File: src/rtl/hamming_pkg.sv
// Shared constants, state encoding and field helpers for the Hamming(7,4) link.
package hamming_pkg;
    localparam int CW_W   = 7;
    localparam int DATA_W = 4;
    localparam int SYN_W  = 3;

    localparam int P0_IDX = 0;
    localparam int P1_IDX = 1;
    localparam int P2_IDX = 3;

    localparam int D0_IDX = 2;
    localparam int D1_IDX = 4;
    localparam int D2_IDX = 5;
    localparam int D3_IDX = 6;

    typedef enum logic [1:0] {
        IDLE   = 2'd0,
        SHIFT  = 2'd1,
        DECODE = 2'd2,
        HOLD   = 2'd3
    } state_t;

    function automatic logic [DATA_W-1:0] extract_data(input logic [CW_W-1:0] cw);
        return {cw[D3_IDX], cw[D2_IDX], cw[D1_IDX], cw[D0_IDX]};
    endfunction
endpackage

File: src/rtl/hamming74_correct.sv
// Combinational Hamming(7,4) single-error corrector: codeword in, corrected codeword and syndrome out.
module hamming74_correct
    import hamming_pkg::*;
(
    input  logic [CW_W-1:0]  cw,
    output logic [CW_W-1:0]  corrected,
    output logic [SYN_W-1:0] syndrome
);
    logic [SYN_W-1:0] syn;

    always_comb begin
        syn[0] = cw[P0_IDX] ^ cw[D0_IDX] ^ cw[D1_IDX] ^ cw[D3_IDX];
        syn[1] = cw[P1_IDX] ^ cw[D0_IDX] ^ cw[D2_IDX] ^ cw[D3_IDX];
        syn[2] = cw[P2_IDX] ^ cw[D1_IDX] ^ cw[D2_IDX] ^ cw[D3_IDX];
        corrected = cw;
        // Syndrome value names the 1-based Hamming position of the bad bit.
        for (int i = 0; i < CW_W; i++) begin
            if (syn == SYN_W'(i + 1)) begin
                corrected[i] = ~cw[i];
            end
        end
        syndrome = syn;
    end
endmodule

File: src/rtl/hamming_rx_deser.sv
// Serial Hamming(7,4) receiver: MSB-first deserializer, SEC decode, valid/ready output, saturating counters.
module hamming_rx_deser
    import hamming_pkg::*;
#(
    parameter int CNT_W = 16
) (
    input  logic              clk,
    input  logic              rst,
    input  logic              sdi_valid,
    input  logic              sdi,
    input  logic              sdi_sof,
    output logic              sdi_ready,
    output logic              out_valid,
    input  logic              out_ready,
    output logic [DATA_W-1:0] data_out,
    output logic [SYN_W-1:0]  syndrome,
    output logic              err_corrected,
    output logic [CNT_W-1:0]  word_cnt,
    output logic [CNT_W-1:0]  err_cnt,
    output logic              frame_err
);
    state_t           state, state_nxt;
    logic [2:0]       bit_cnt, bit_cnt_nxt;
    logic [CW_W-1:0]  sreg, sreg_nxt;
    logic             frame_err_nxt;
    logic             load_out;
    logic             handshake;
    logic [CW_W-1:0]  corr_cw;
    logic [SYN_W-1:0] corr_syn;

    hamming74_correct u_correct (
        .cw        (sreg),
        .corrected (corr_cw),
        .syndrome  (corr_syn)
    );

    always_ff @(posedge clk or negedge rst) begin
        if (!rst) begin
            state <= IDLE;
        end else begin
            state <= state_nxt;
        end
    end

    always_comb begin
        state_nxt     = state;
        bit_cnt_nxt   = bit_cnt;
        sreg_nxt      = sreg;
        frame_err_nxt = frame_err;
        load_out      = 1'b0;
        handshake     = 1'b0;
        case (state)
            IDLE: begin
                if (sdi_valid) begin
                    if (sdi_sof) begin
                        sreg_nxt    = {{(CW_W-1){1'b0}}, sdi};
                        bit_cnt_nxt = 3'd1;
                        state_nxt   = SHIFT;
                    end else begin
                        frame_err_nxt = 1'b1;
                    end
                end
            end
            SHIFT: begin
                if (sdi_valid) begin
                    if (sdi_sof) begin
                        // Restart on a fresh frame; the partial word is dropped.
                        sreg_nxt      = {{(CW_W-1){1'b0}}, sdi};
                        bit_cnt_nxt   = 3'd1;
                        frame_err_nxt = 1'b1;
                    end else begin
                        sreg_nxt = {sreg[CW_W-2:0], sdi};
                        if (bit_cnt == 3'd6) begin
                            bit_cnt_nxt = 3'd0;
                            state_nxt   = DECODE;
                        end else begin
                            bit_cnt_nxt = bit_cnt + 3'd1;
                        end
                    end
                end
            end
            DECODE: begin
                load_out  = 1'b1;
                state_nxt = HOLD;
                if (sdi_valid) frame_err_nxt = 1'b1;
            end
            HOLD: begin
                if (sdi_valid) frame_err_nxt = 1'b1;
                if (out_ready) begin
                    handshake = 1'b1;
                    state_nxt = IDLE;
                end
            end
            default: state_nxt = IDLE;
        endcase
    end

    always_ff @(posedge clk or negedge rst) begin
        if (!rst) begin
            bit_cnt       <= '0;
            sreg          <= '0;
            frame_err     <= 1'b0;
            sdi_ready     <= 1'b1;
            out_valid     <= 1'b0;
            data_out      <= '0;
            syndrome      <= '0;
            err_corrected <= 1'b0;
            word_cnt      <= '0;
            err_cnt       <= '0;
        end else begin
            bit_cnt   <= bit_cnt_nxt;
            sreg      <= sreg_nxt;
            frame_err <= frame_err_nxt;
            sdi_ready <= (state_nxt == IDLE) || (state_nxt == SHIFT);
            out_valid <= (state_nxt == HOLD);
            if (load_out) begin
                data_out      <= extract_data(corr_cw);
                syndrome      <= corr_syn;
                err_corrected <= |(corr_cw ^ sreg);
            end
            if (handshake) begin
                if (word_cnt != '1) word_cnt <= word_cnt + 1'b1;
                if ((syndrome != '0) && (err_cnt != '1)) err_cnt <= err_cnt + 1'b1;
            end
        end
    end
endmodule

File: config.mk
export PLATFORM = sky130hd
export DESIGN_NAME = hamming_rx_deser
export DESIGN_NICKNAME = d
export VERILOG_FILES = /design/src/rtl/hamming_pkg.sv /design/src/rtl/hamming74_correct.sv /design/src/rtl/hamming_rx_deser.sv
export SDC_FILE = /design/constraint.sdc
export NUM_CORES = 1
export LEC_CHECK = 0
export BUFFER_PORTS_ARGS = -buffer_cell sky130_fd_sc_hd__buf_2
export CAP_MARGIN = 20
export CORE_MARGIN = 2
export CORE_UTILIZATION = 62
export CTS_BUF_LIST = sky130_fd_sc_hd__clkbuf_4
export DETAILED_ROUTE_END_ITERATION = 10
export GPL_ROUTABILITY_DRIVEN = 0
export GPL_TIMING_DRIVEN = 0
export PLACE_DENSITY = 0.95
export SETUP_SLACK_MARGIN = 0.2
export SLEW_MARGIN = 20
export SYNTH_ARGS = -nofsm -noshare
export SYNTH_HDL_FRONTEND = slang
export SYNTH_SLANG_ARGS = --single-unit
File: constraint.sdc
create_clock -name clk -period 2.6 [get_ports clk]
set_input_delay 0.39 -clock clk [delete_from_list [all_inputs] [get_ports clk]]
set_output_delay 0.39 -clock clk [all_outputs]
set_load 0.005 [all_outputs]
==> results of run 1 <==
[layout make-up]
class                   count  area (sq um)
clock buffers               6          45.0
inverters                   6          22.5
flip-flops and latches     55          1380
plain buffers               8          55.1
repair buffers             47           238
multi-input cells         192          1360
clock inverters             1          30.0
well taps                  52          65.1
fillers                   298          1160
[metrics by stage]
| stage | util, % | setup WS, ns | power (uW) |
|---|---|---|---|
| final | 73.4 | 0.717 | 1820 |
| after global routing | 73.4 | 0.559 | 1910 |
| after CTS | 73.4 | 0.719 | 1830 |
| after detailed placement | 71.7 | 0.742 | 1380 |
| after global placement | 71.6 | 0.826 | 1360 |
| after floorplan | - | 0.949 | 1270 |
[routing by layer]
layer,up-vias,routed length [um]
li1,1025,-
met1,1037,2310
met2,46,2790
met3,10,209
met4,0,83
met5,-,0
[state kept, by name, summed over array words and instances (netlist names)]
register and cells:
frame_err 1, out_valid 1, err_cnt 16, bit_cnt 3, sreg 7, data_out 4, err_corrected 1, state 2
word_cnt 16, syndrome 3, sdi_ready 1
[Yosys cell counts, drive strengths merged (3+ instances only)]
library cell / instances / area share (%)
mux2: 3 / 1.2
a21oi: 4 / 0.84
xnor2: 23 / 8.2
nand2b: 5 / 1.4
nand2: 28 / 3.7
buf: 6 / 1.7
xor2: 15 / 4.7
nor2: 20 / 2.8
inv: 6 / 0.80
dfrtp: 54 / 48
and3: 6 / 1.7
o22ai: 4 / 0.89
and2: 3 / 0.67
a22o: 6 / 1.9
nand3: 14 / 2.5
nor3: 10 / 2.1
nand4: 9 / 2.5
o21ai: 15 / 2.7
[worst paths after layout]
check,startpoint,end,slack [ns],cells after the start
max,word_cnt[0],word_cnt[1],0.72,6
min,rst,word_cnt[10],0.02,1
max reg2reg,word_cnt[0],word_cnt[1],0.72,6
min reg2reg,frame_err,frame_err,0.48,1
max in group asynchronous,rst,err_cnt[9],2.13,1
min in group clk,sdi,sreg[0],0.24,2
[worst max-delay path: cells and delay by family (launching register included)]
kind	cells	cell delay [ns]
and+or+nand+nor	4	0.81
DFF	1	0.45
muxes	1	0.32
adders and majority gates	1	0.20
[report_power, final]
part	internal, uW	switching [uW]
clock	209	245
combinational	180	207
sequential	918	57.3
total	1310	509
[cell usage in the layout, fill, tap and decap left out, drive strengths merged, types with 8 or more instances in the layout]
cell / netlist / final
nand4: 9 / 9
xor2: 15 / 15
xnor2: 23 / 23
nand3: 14 / 14
nor3: 10 / 10
dfrtp: 54 / 54
nand2: 28 / 28
buf: 6 / 53
o21ai: 15 / 15
clkbuf: 2 / 8
nor2: 20 / 20
[cells by family after synthesis]
logic type | share of synthesized area, %
fa+ha+maj | 0.888
buf+inv | 2.75
flops | 48.9
compound gates | 9.37
simple gates | 21.6
mux | 2.84
xor+xnor | 13.7
==> out/qor.csv, run 1 <==
stage,metric,value,unit
run_status,outcome,"complete, no violations",
global_routing,grt_first_pass_wirelength,9.08,mm
global_routing,grt_usage,22.5,%
global_routing,gr-usage-met1,29.1,%
finish,diodes,0,
floorplanning,die-height,71.4,um
critical_path,crit_chain,ha_1 -> and2_1 -> nand4_1 -> nor2_2 -> nor2_1 -> mux2_1,
clock_network,cts_tree,done,
pwr,cellPowerDensity,568,nW/um^2
sta,finalSetupViolCount,0,
finish,nets,323,
routing,vias,2118,
critical_path,path_class,reg -> reg,
finish,area_growth,13.4,%
placement,portBuffers,47,
sta,layout_min_cycle_time,1.88,ns
sta,fin_crit_sh,72.4,%
clock_network,cts_setup_buffers,0,
synth,ys_ff_latch,55,
clock_network,ctsResizeCount,0,
clock_network,clk_path_buf_depth,2,
sta,drv_slew,0,
routing,antenna_left,0,
critical_path,end_kind,register,
synth,syn_nets,269,
placement,dp_hpwl,3.84,mm
synth,ys.flop_type,dfrtp_1,
critical_path,start_kind,register,
routing,wl,5.39,mm
synth,synth_edf_count,0,
clock_network,cts_buffers,5,
synth,postSynthCellCount,261,
synth,syn_avg_cell_area,10.8,sq um
synth,async_flop_share,100,%
critical_path,slowest_delay,0.45,ns
sta,clock_skew,0.0152,ns
synth,ys_seq_area_share,48.9,%
floorplanning,start_util,64.7,%
global_routing,top_usage_layer,met2,
placement,dpl-instance-area,3120,sq um
global_routing,met2_usage,38.0,%
synth,synth.distinct_cells,52,
critical_path,worstPathArrival,2.15,ns
finish,drive_gt1_share,26.0,%
clock_network,hold_buffers,0,
sta,fmax,531,MHz
sta,relSlewSlack,56.1,%
worst_hold_path,hold_class,in -> async,
routing,via_per_inst,5.77,
global_routing,use_met3,4.64,%
synth,ys_warn_count,0,
clock_network,cts.sink_count,55,
floorplanning,core,4350,sq um
synth,synth_area,2820,sq um
clock_network,cts_max_level,2,
sta,hold_viol_final,0,
routing,drc,0,
sta,hold_ws,0.0224,ns
critical_path,critical_path_peak_fanout,5,
floorplanning,rows,24,
pwr,leakage,0.00160,uW
finish,final_area,3200,sq um
global_routing,antenna_found_initial,0,
clock_network,cts.clk_slew.worst_paths,0.14,ns
floorplanning,dieArea,5100,sq um
sta,rsz0062_at_grt,false,
critical_path,cp.required,2.87,ns
global_routing,grt_pass1_vias,2019,
floorplanning,num_io_pins,49,
floorplanning,die_w,71.4,um
clock_network,clk_latency,0.37,ns
clock_network,cts-root-buf,clkbuf_4,
routing,drt-pass1-iter-count,4,
sta,finalSetupTns,0,ns
pwr,ir_drop,0.000501,V
sta,tightestPinTransition,0.658,ns
global_routing,grt_max_degree,56,
routing,wl_per_cell,14.7,um
placement,placed_cells,360,
routing,drt_iter0_markers,176,
global_routing,gr-total-overflow,0,
job,drv_cap,0,
finish,final_cells,367,
critical_path,slowest_stage,dfrtp_1,
(Power assumes the default switching activity.)
==> inputs of run 2 (changes only) <==
--- a/config.mk
+++ b/config.mk
@@ -5,15 +5,16 @@
 export SDC_FILE = /design/constraint.sdc
 export NUM_CORES = 1
 export LEC_CHECK = 0
+export ABC_AREA = 1
 export BUFFER_PORTS_ARGS = -buffer_cell sky130_fd_sc_hd__buf_2
 export CAP_MARGIN = 20
 export CORE_MARGIN = 2
-export CORE_UTILIZATION = 62
+export CORE_UTILIZATION = 58
 export CTS_BUF_LIST = sky130_fd_sc_hd__clkbuf_4
 export DETAILED_ROUTE_END_ITERATION = 10
 export GPL_ROUTABILITY_DRIVEN = 0
 export GPL_TIMING_DRIVEN = 0
-export PLACE_DENSITY = 0.95
+export PLACE_DENSITY = 0.91
 export SETUP_SLACK_MARGIN = 0.2
 export SLEW_MARGIN = 20
 export SYNTH_ARGS = -nofsm -noshare
==> constraint.sdc (replaced) <==
create_clock -name clk -period 1.76 [get_ports clk]
set_input_delay 0.264 -clock clk [delete_from_list [all_inputs] [get_ports clk]]
set_output_delay 0.264 -clock clk [all_outputs]
set_load 0.005 [all_outputs]
==> out/qor.csv, run 2 <==
stage,metric,value,unit,change
routing,drt-pass1-iter-count,5,,+1
global_routing,grt_usage,24.9,%,+2.5 points
placement,portBuffers,48,,+2.1%
sta,hold_viol_final,0,,unchanged
sta,rsz0062_at_grt,true,,
routing,wl,7.77,mm,+44%
synth,netlist_top_cells_count,"nand2_1, dfrtp_1, inv_1, nor2_1, nand3_1",,
synth,synthTopCellsByArea,"dfrtp_1, nand2_1, xor2_1",,
worst_hold_path,hold_class,in -> reg,,
placement,dpl-instance-area,3040,sq um,-2.5%
pwr,power,3350,uW,+85%
floorplanning,die_w,72.7,um,+1.7%
synth,async_flop_share,100,%,unchanged
finish,area_growth,28.5,%,
finish,final_util,79.1,%,+5.7 points
synth,synth.largest_area_cell,dfrtp_1,,
routing,drc,0,,unchanged
sta,hold_ws,0.103,ns,+0.0804 ns
synth,synth_area,2740,sq um,-3.0%
clock_network,cts_tree,done,,
critical_path,worstPathArrival,2.03,ns,-0.12 ns
floorplanning,rows,24,,unchanged
global_routing,grt_max_degree,56,,unchanged
finish,final_area,3520,sq um,+10%
synth,syn_avg_cell_area,8.29,sq um,-23%
sta,fmax,574,MHz,+8.1%
critical_path,critical_path_peak_fanout,5,,unchanged
synth,ys_warn_count,0,,unchanged
pwr,cellPowerDensity,954,nW/um^2,+68%
critical_path,cp.required,2.04,ns,-0.83 ns
global_routing,antenna_found_initial,0,,unchanged
critical_path,path_class,reg -> reg,,
routing,via_per_inst,5.87,,+1.7%
synth,synth_edf_count,0,,unchanged
floorplanning,dieArea,5280,sq um,+3.5%
routing,drt_iter0_markers,236,,+34%
sta,relSlewSlack,55.5,%,-0.59 points
synth,synth.most_common_cell,nand2_1,,
placement,dp_hpwl,4.09,mm,+6.4%
critical_path,start_kind,register,,
clock_network,cts-root-buf,clkbuf_4,,
finish,diodes,0,,unchanged
clock_network,clk_path_buf_depth,2,,unchanged
synth,ys_seq_area_share,50.4,%,+1.5 points
finish,nets,416,,+29%
routing,wl_per_cell,16.9,um,+15%
pwr,ir_drop,0.000704,V,+40%
synth,ys_ff_latch,55,,unchanged
synth,synth.distinct_cells,26,,-50%
global_routing,gr-total-overflow,0,,unchanged
floorplanning,core,4440,sq um,+2.1%
synth,postSynthCellCount,330,,+26%
clock_network,cts.sink_count,55,,unchanged
finish,drive_gt1_share,32.0,%,+6.0 points
clock_network,clk_latency,0.38,ns,about the same
floorplanning,start_util,61.5,%,-3.2 points
sta,finalSetupTns,0,ns,unchanged
finish,layout_commonest_cell,nand2_1,,
clock_network,cts.clk_slew.worst_paths,0.16,ns,+0.02 ns
sta,fin_crit_sh,99.0,%,+27 points
global_routing,grt_pass1_vias,2397,,+19%
critical_path,end_kind,register,,
sta,layout_min_cycle_time,1.74,ns,-0.141 ns
synth,ys.flop_type,dfrtp_1,,
sta,finalSetupViolCount,0,,unchanged
sta,drv_slew,0,,unchanged
synth,synth_top_area_share,49.4,%,+1.5 points
floorplanning,die-height,72.7,um,+1.7%
pwr,leakage,0.00191,uW,+19%
routing,antenna_left,0,,unchanged
routing,vias,2705,,+28%
sta,clock_skew,0.0240,ns,+0.00884 ns
global_routing,grt_first_pass_wirelength,10.4,mm,+14%
clock_network,cts_max_level,2,,unchanged
floorplanning,num_io_pins,49,,unchanged
synth,syn_nets,338,,+26%
run_status,outcome,"complete, no violations",,
finish,final_cell_mix,"nand2_1, dfrtp_1, buf_2",,
job,drv_cap,0,,unchanged
finish,top_regs,"err_cnt: 16 flops, word_cnt: 16 flops, sreg: 7 flops",,
sta,tightestPinTransition,0.667,ns,+0.00881 ns
clock_network,cts_buffers,5,,unchanged
==> run 2: worst paths after layout <==
| check | from | endpoint | slack [ns] | cells after the start |
|---|---|---|---|---|
| max | err_cnt[8] | err_cnt[3] | 0.02 | 8 |
| min | sdi | sreg[0] | 0.10 | 3 |
| max reg2reg | err_cnt[8] | err_cnt[3] | 0.02 | 8 |
| min reg2reg | frame_err | frame_err | 0.49 | 1 |
| max in group asynchronous | rst | bit_cnt[1] | 0.85 | 2 |
| min in group asynchronous | rst | err_cnt[7] | 0.45 | 2 |
==> run 2: final cells by class <==
cell class,instances,area [sq um]
multi-input combinational,235,1390
sequential,55,1380
fill,251,928
timing repair buffer,71,439
inverter,39,150
tap,52,65.1
clock buffer,7,52.6
clock inverter,1,30.0
buffer,1,15.0
==> run 2: per-layer routing <==
metal / vias to the layer above / track usage, % / wire length [um]
met5: - / 0 / 0
met4: 0 / 7.41 / 302
met3: 38 / 4.97 / 561
met2: 177 / 44.4 / 4010
met1: 1279 / 30.6 / 2900
li1: 1211 / - / -
==> run 2: repair_timing <==
item	in CTS	in global routing
cloned	0	1
hold endpoints to repair	54	0
pin swaps	3	19
hold buffers	1	0
buffers inserted	10	11
gates resized for setup	9	48
endpoints found under the setup margin	35	37
==> run 2: critical path: stages, from the launching register on <==
cell,delay (ns)
dfrtp_1,0.48
nand2_1,0.12
nor3_1,0.25
nand3_2,0.14
nand2_4,0.13
inv_4,0.06
clkbuf_16,0.16
nand2_2,0.07
xor2_1,0.24
==> run 2: cell families (layout without fill, tap and decap cells) <==
family / Yosys count / after routing / share of synthesized area [%]
simple gates: 181 / 181 / 29.0
compound gates: 23 / 23 / 4.67
fa+ha+maj: 2 / 2 / 0.915
buf+inv: 40 / 119 / 5.76
flops: 55 / 55 / 50.4
xor+xnor: 29 / 29 / 9.29
==> run 2: through the flow <==
stage,setup WS [ns],cells
2_1_floorplan,0.273,330
3_3_place_gp,0.125,430
3_5_place_dp,0.0989,430
4_1_cts,0.194,449
5_1_grt,-0.0550,461
6_report,0.0183,461
==> run 2: where the power goes <==
part           leakage (uW)  switching (uW)  internal (uW)
clock network     0.0000463             388            333
logic               0.00118             597            417
registers          0.000687             158           1460
==> inputs of run 3 (changes only) <==
--- a/config.mk
+++ b/config.mk
@@ -15,6 +15,7 @@
 export GPL_ROUTABILITY_DRIVEN = 0
 export GPL_TIMING_DRIVEN = 0
 export PLACE_DENSITY = 0.91
+export RECOVER_POWER = 50
 export SETUP_SLACK_MARGIN = 0.2
 export SLEW_MARGIN = 20
 export SYNTH_ARGS = -nofsm -noshare
==> out/qor.csv, run 3 (synthesized netlist as in run 2, its figures left out) <==
stage,metric,value,unit,change
job,drv_cap,0,,unchanged
routing,wl,7.83,mm,+0.75%
floorplanning,core,4440,sq um,unchanged
worst_hold_path,hold_class,in -> reg,,
global_routing,grt_pass1_vias,2397,,unchanged
clock_network,cts_buffers,5,,unchanged
critical_path,worstReg2RegStart,err_cnt[8],,
floorplanning,die-height,72.7,um,unchanged
finish,area_growth,28.2,%,
sta,fmax,569,MHz,-0.92%
finish,fill_cells,255,,+1.6%
floorplanning,num_io_pins,49,,unchanged
sta,relSlewSlack,13.5,%,-42 points
routing,drc,0,,unchanged
global_routing,gr-total-overflow,0,,unchanged
sta,finalSetupViolCount,0,,unchanged
global_routing,top_usage_layer,met2,,
sta,drv_slew,0,,unchanged
floorplanning,die_w,72.7,um,unchanged
finish,drive_gt1_share,30.6,%,-1.5 points
finish,diodes,0,,unchanged
worst_hold_path,worstHoldStart,sdi,,
finish,layout_commonest_cell,nand2_1,,
clock_network,clk_latency,0.39,ns,about the same
critical_path,path_class,reg -> reg,,
clock_network,cts_max_level,2,,unchanged
global_routing,gr-usage-met1,30.6,%,unchanged
routing,antenna_left,0,,unchanged
pwr,cellPowerDensity,959,nW/um^2,+0.46%
placement,preCtsSetupSlack,0.0989,ns,unchanged
placement,portBuffers,48,,unchanged
clock_network,clk_path_buf_depth,2,,unchanged
critical_path,worst-r2r-setup-slack,0.002,ns,-0.02 ns
clock_network,cts.sink_count,55,,unchanged
floorplanning,dieArea,5280,sq um,unchanged
routing,via_per_inst,5.84,,-0.52%
critical_path,start_kind,register,,
critical_path,reg2reg_depth,8,,unchanged
pwr,leakage,0.00189,uW,-0.93%
global_routing,met2_usage,44.4,%,unchanged
clock_network,cts_tree,done,,
run_status,outcome,"complete, no violations",,
critical_path,end_kind,register,,
floorplanning,start_util,61.5,%,unchanged
global_routing,grt_usage,24.9,%,unchanged
critical_path,crit_end,err_cnt[3],,
critical_path,startpoint,err_cnt[8],,
finish,final_area,3510,sq um,-0.28%
pwr,ir_drop,0.000704,V,about the same
sta,fin_crit_sh,99.9,%,+0.92 points
finish,nets,416,,unchanged
clock_network,cts.clk_slew.worst_paths,0.16,ns,about the same
sta,clock_skew,0.0270,ns,+0.00302 ns
finish,final_cell_mix,"nand2_1, dfrtp_1, buf_2",,
sta,setup_slack,0.00222,ns,-0.0161 ns
global_routing,grt_max_degree,56,,unchanged
routing,vias,2691,,-0.52%
placement,dpl-instance-area,3040,sq um,unchanged
placement,dp_hpwl,4.09,mm,unchanged
global_routing,antenna_found_initial,0,,unchanged
sta,rsz0062_at_grt,true,,
critical_path,timing.rr.end,err_cnt[3],,
routing,wl_per_cell,17.0,um,+0.75%
routing,drt_iter0_markers,231,,-2.1%
finish,top_regs,"err_cnt: 16 flops, word_cnt: 16 flops, sreg: 7 flops",,
critical_path,critical_path_peak_fanout,5,,unchanged
clock_network,cts-root-buf,clkbuf_4,,
global_routing,grt_first_pass_wirelength,10.4,mm,unchanged
floorplanning,rows,24,,unchanged
critical_path,cp.required,2.06,ns,+0.02 ns
routing,drt-pass1-iter-count,5,,unchanged
sta,tightestPinTransition,1.30,ns,+0.630 ns
global_routing,use_met3,4.97,%,unchanged
sta,layout_min_cycle_time,1.76,ns,+0.0161 ns
sta,hold_viol_final,0,,unchanged
critical_path,worstPathArrival,2.06,ns,+0.03 ns
[run 3: cell type report]
type / instances / area, sq um / area share (%)
multi-input combinational: 235 / 1390 / 39.5
buffer: 1 / 15.0 / 0.428
clock inverter: 1 / 30.0 / 0.857
inverter: 39 / 150 / 4.28
sequential: 55 / 1380 / 39.3
timing repair buffer: 71 / 429 / 12.2
clock buffer: 7 / 52.6 / 1.50
tap: 52 / 65.1 / 1.86
[run 3: metrics by stage]
stage                     TNS (ns)  hold WS (ns)  std cells  total power, uW  util (%)
after floorplan                  0       -0.0316        330             2120         -
after global placement           0         0.460        430             2380      68.4
after detailed placement         0         0.344        430             2420      68.5
after CTS                        0        0.0945        449             3190      73.0
after global routing       -0.0550         0.126        461             3540      78.9
final                            0        0.0939        461             3360      78.9
[run 3: worst min path at each step]
stage	endpoint	slack, ns	cells past startpoint
4_1_cts	sreg[0]	0.09	3
5_1_grt	sreg[0]	0.13	3
6_report	sreg[0]	0.09	3
2_1_floorplan	bit_cnt[0]	-0.03	0
3_5_place_dp	err_cnt[3]	0.34	1
3_3_place_gp	data_out[2]	0.46	2
[run 3: routing by layer]
layer	vias up	share of wire, %
li1	1210	-
met1	1274	38
met2	164	52
met3	43	6.7
met4	0	3.8
met5	-	0
[run 3: where the power goes]
part	internal, uW	total, uW	switching [uW]
Combinational	413	1010	600
Sequential	1460	1620	158
Clock	333	728	395
[run 3: timing repair]
item                                    4_1_cts  5_1_grt
pin swaps                                     3       19
resized for setup                             9       48
cloned                                        0        1
endpoints found under the setup margin       35       37
endpoints found under the hold margin        54        0
hold buffers                                  1        0
setup buffers                                10       11
[run 3: worst max-delay path: stages (launching register included)]
cell and delay (ns):
dfrtp_1 0.48, nand2_1 0.12, nor3_1 0.26, nand3_2 0.14, nand2_4 0.13, inv_4 0.06
clkbuf_16 0.16, nand2_2 0.07, xor2_1 0.25
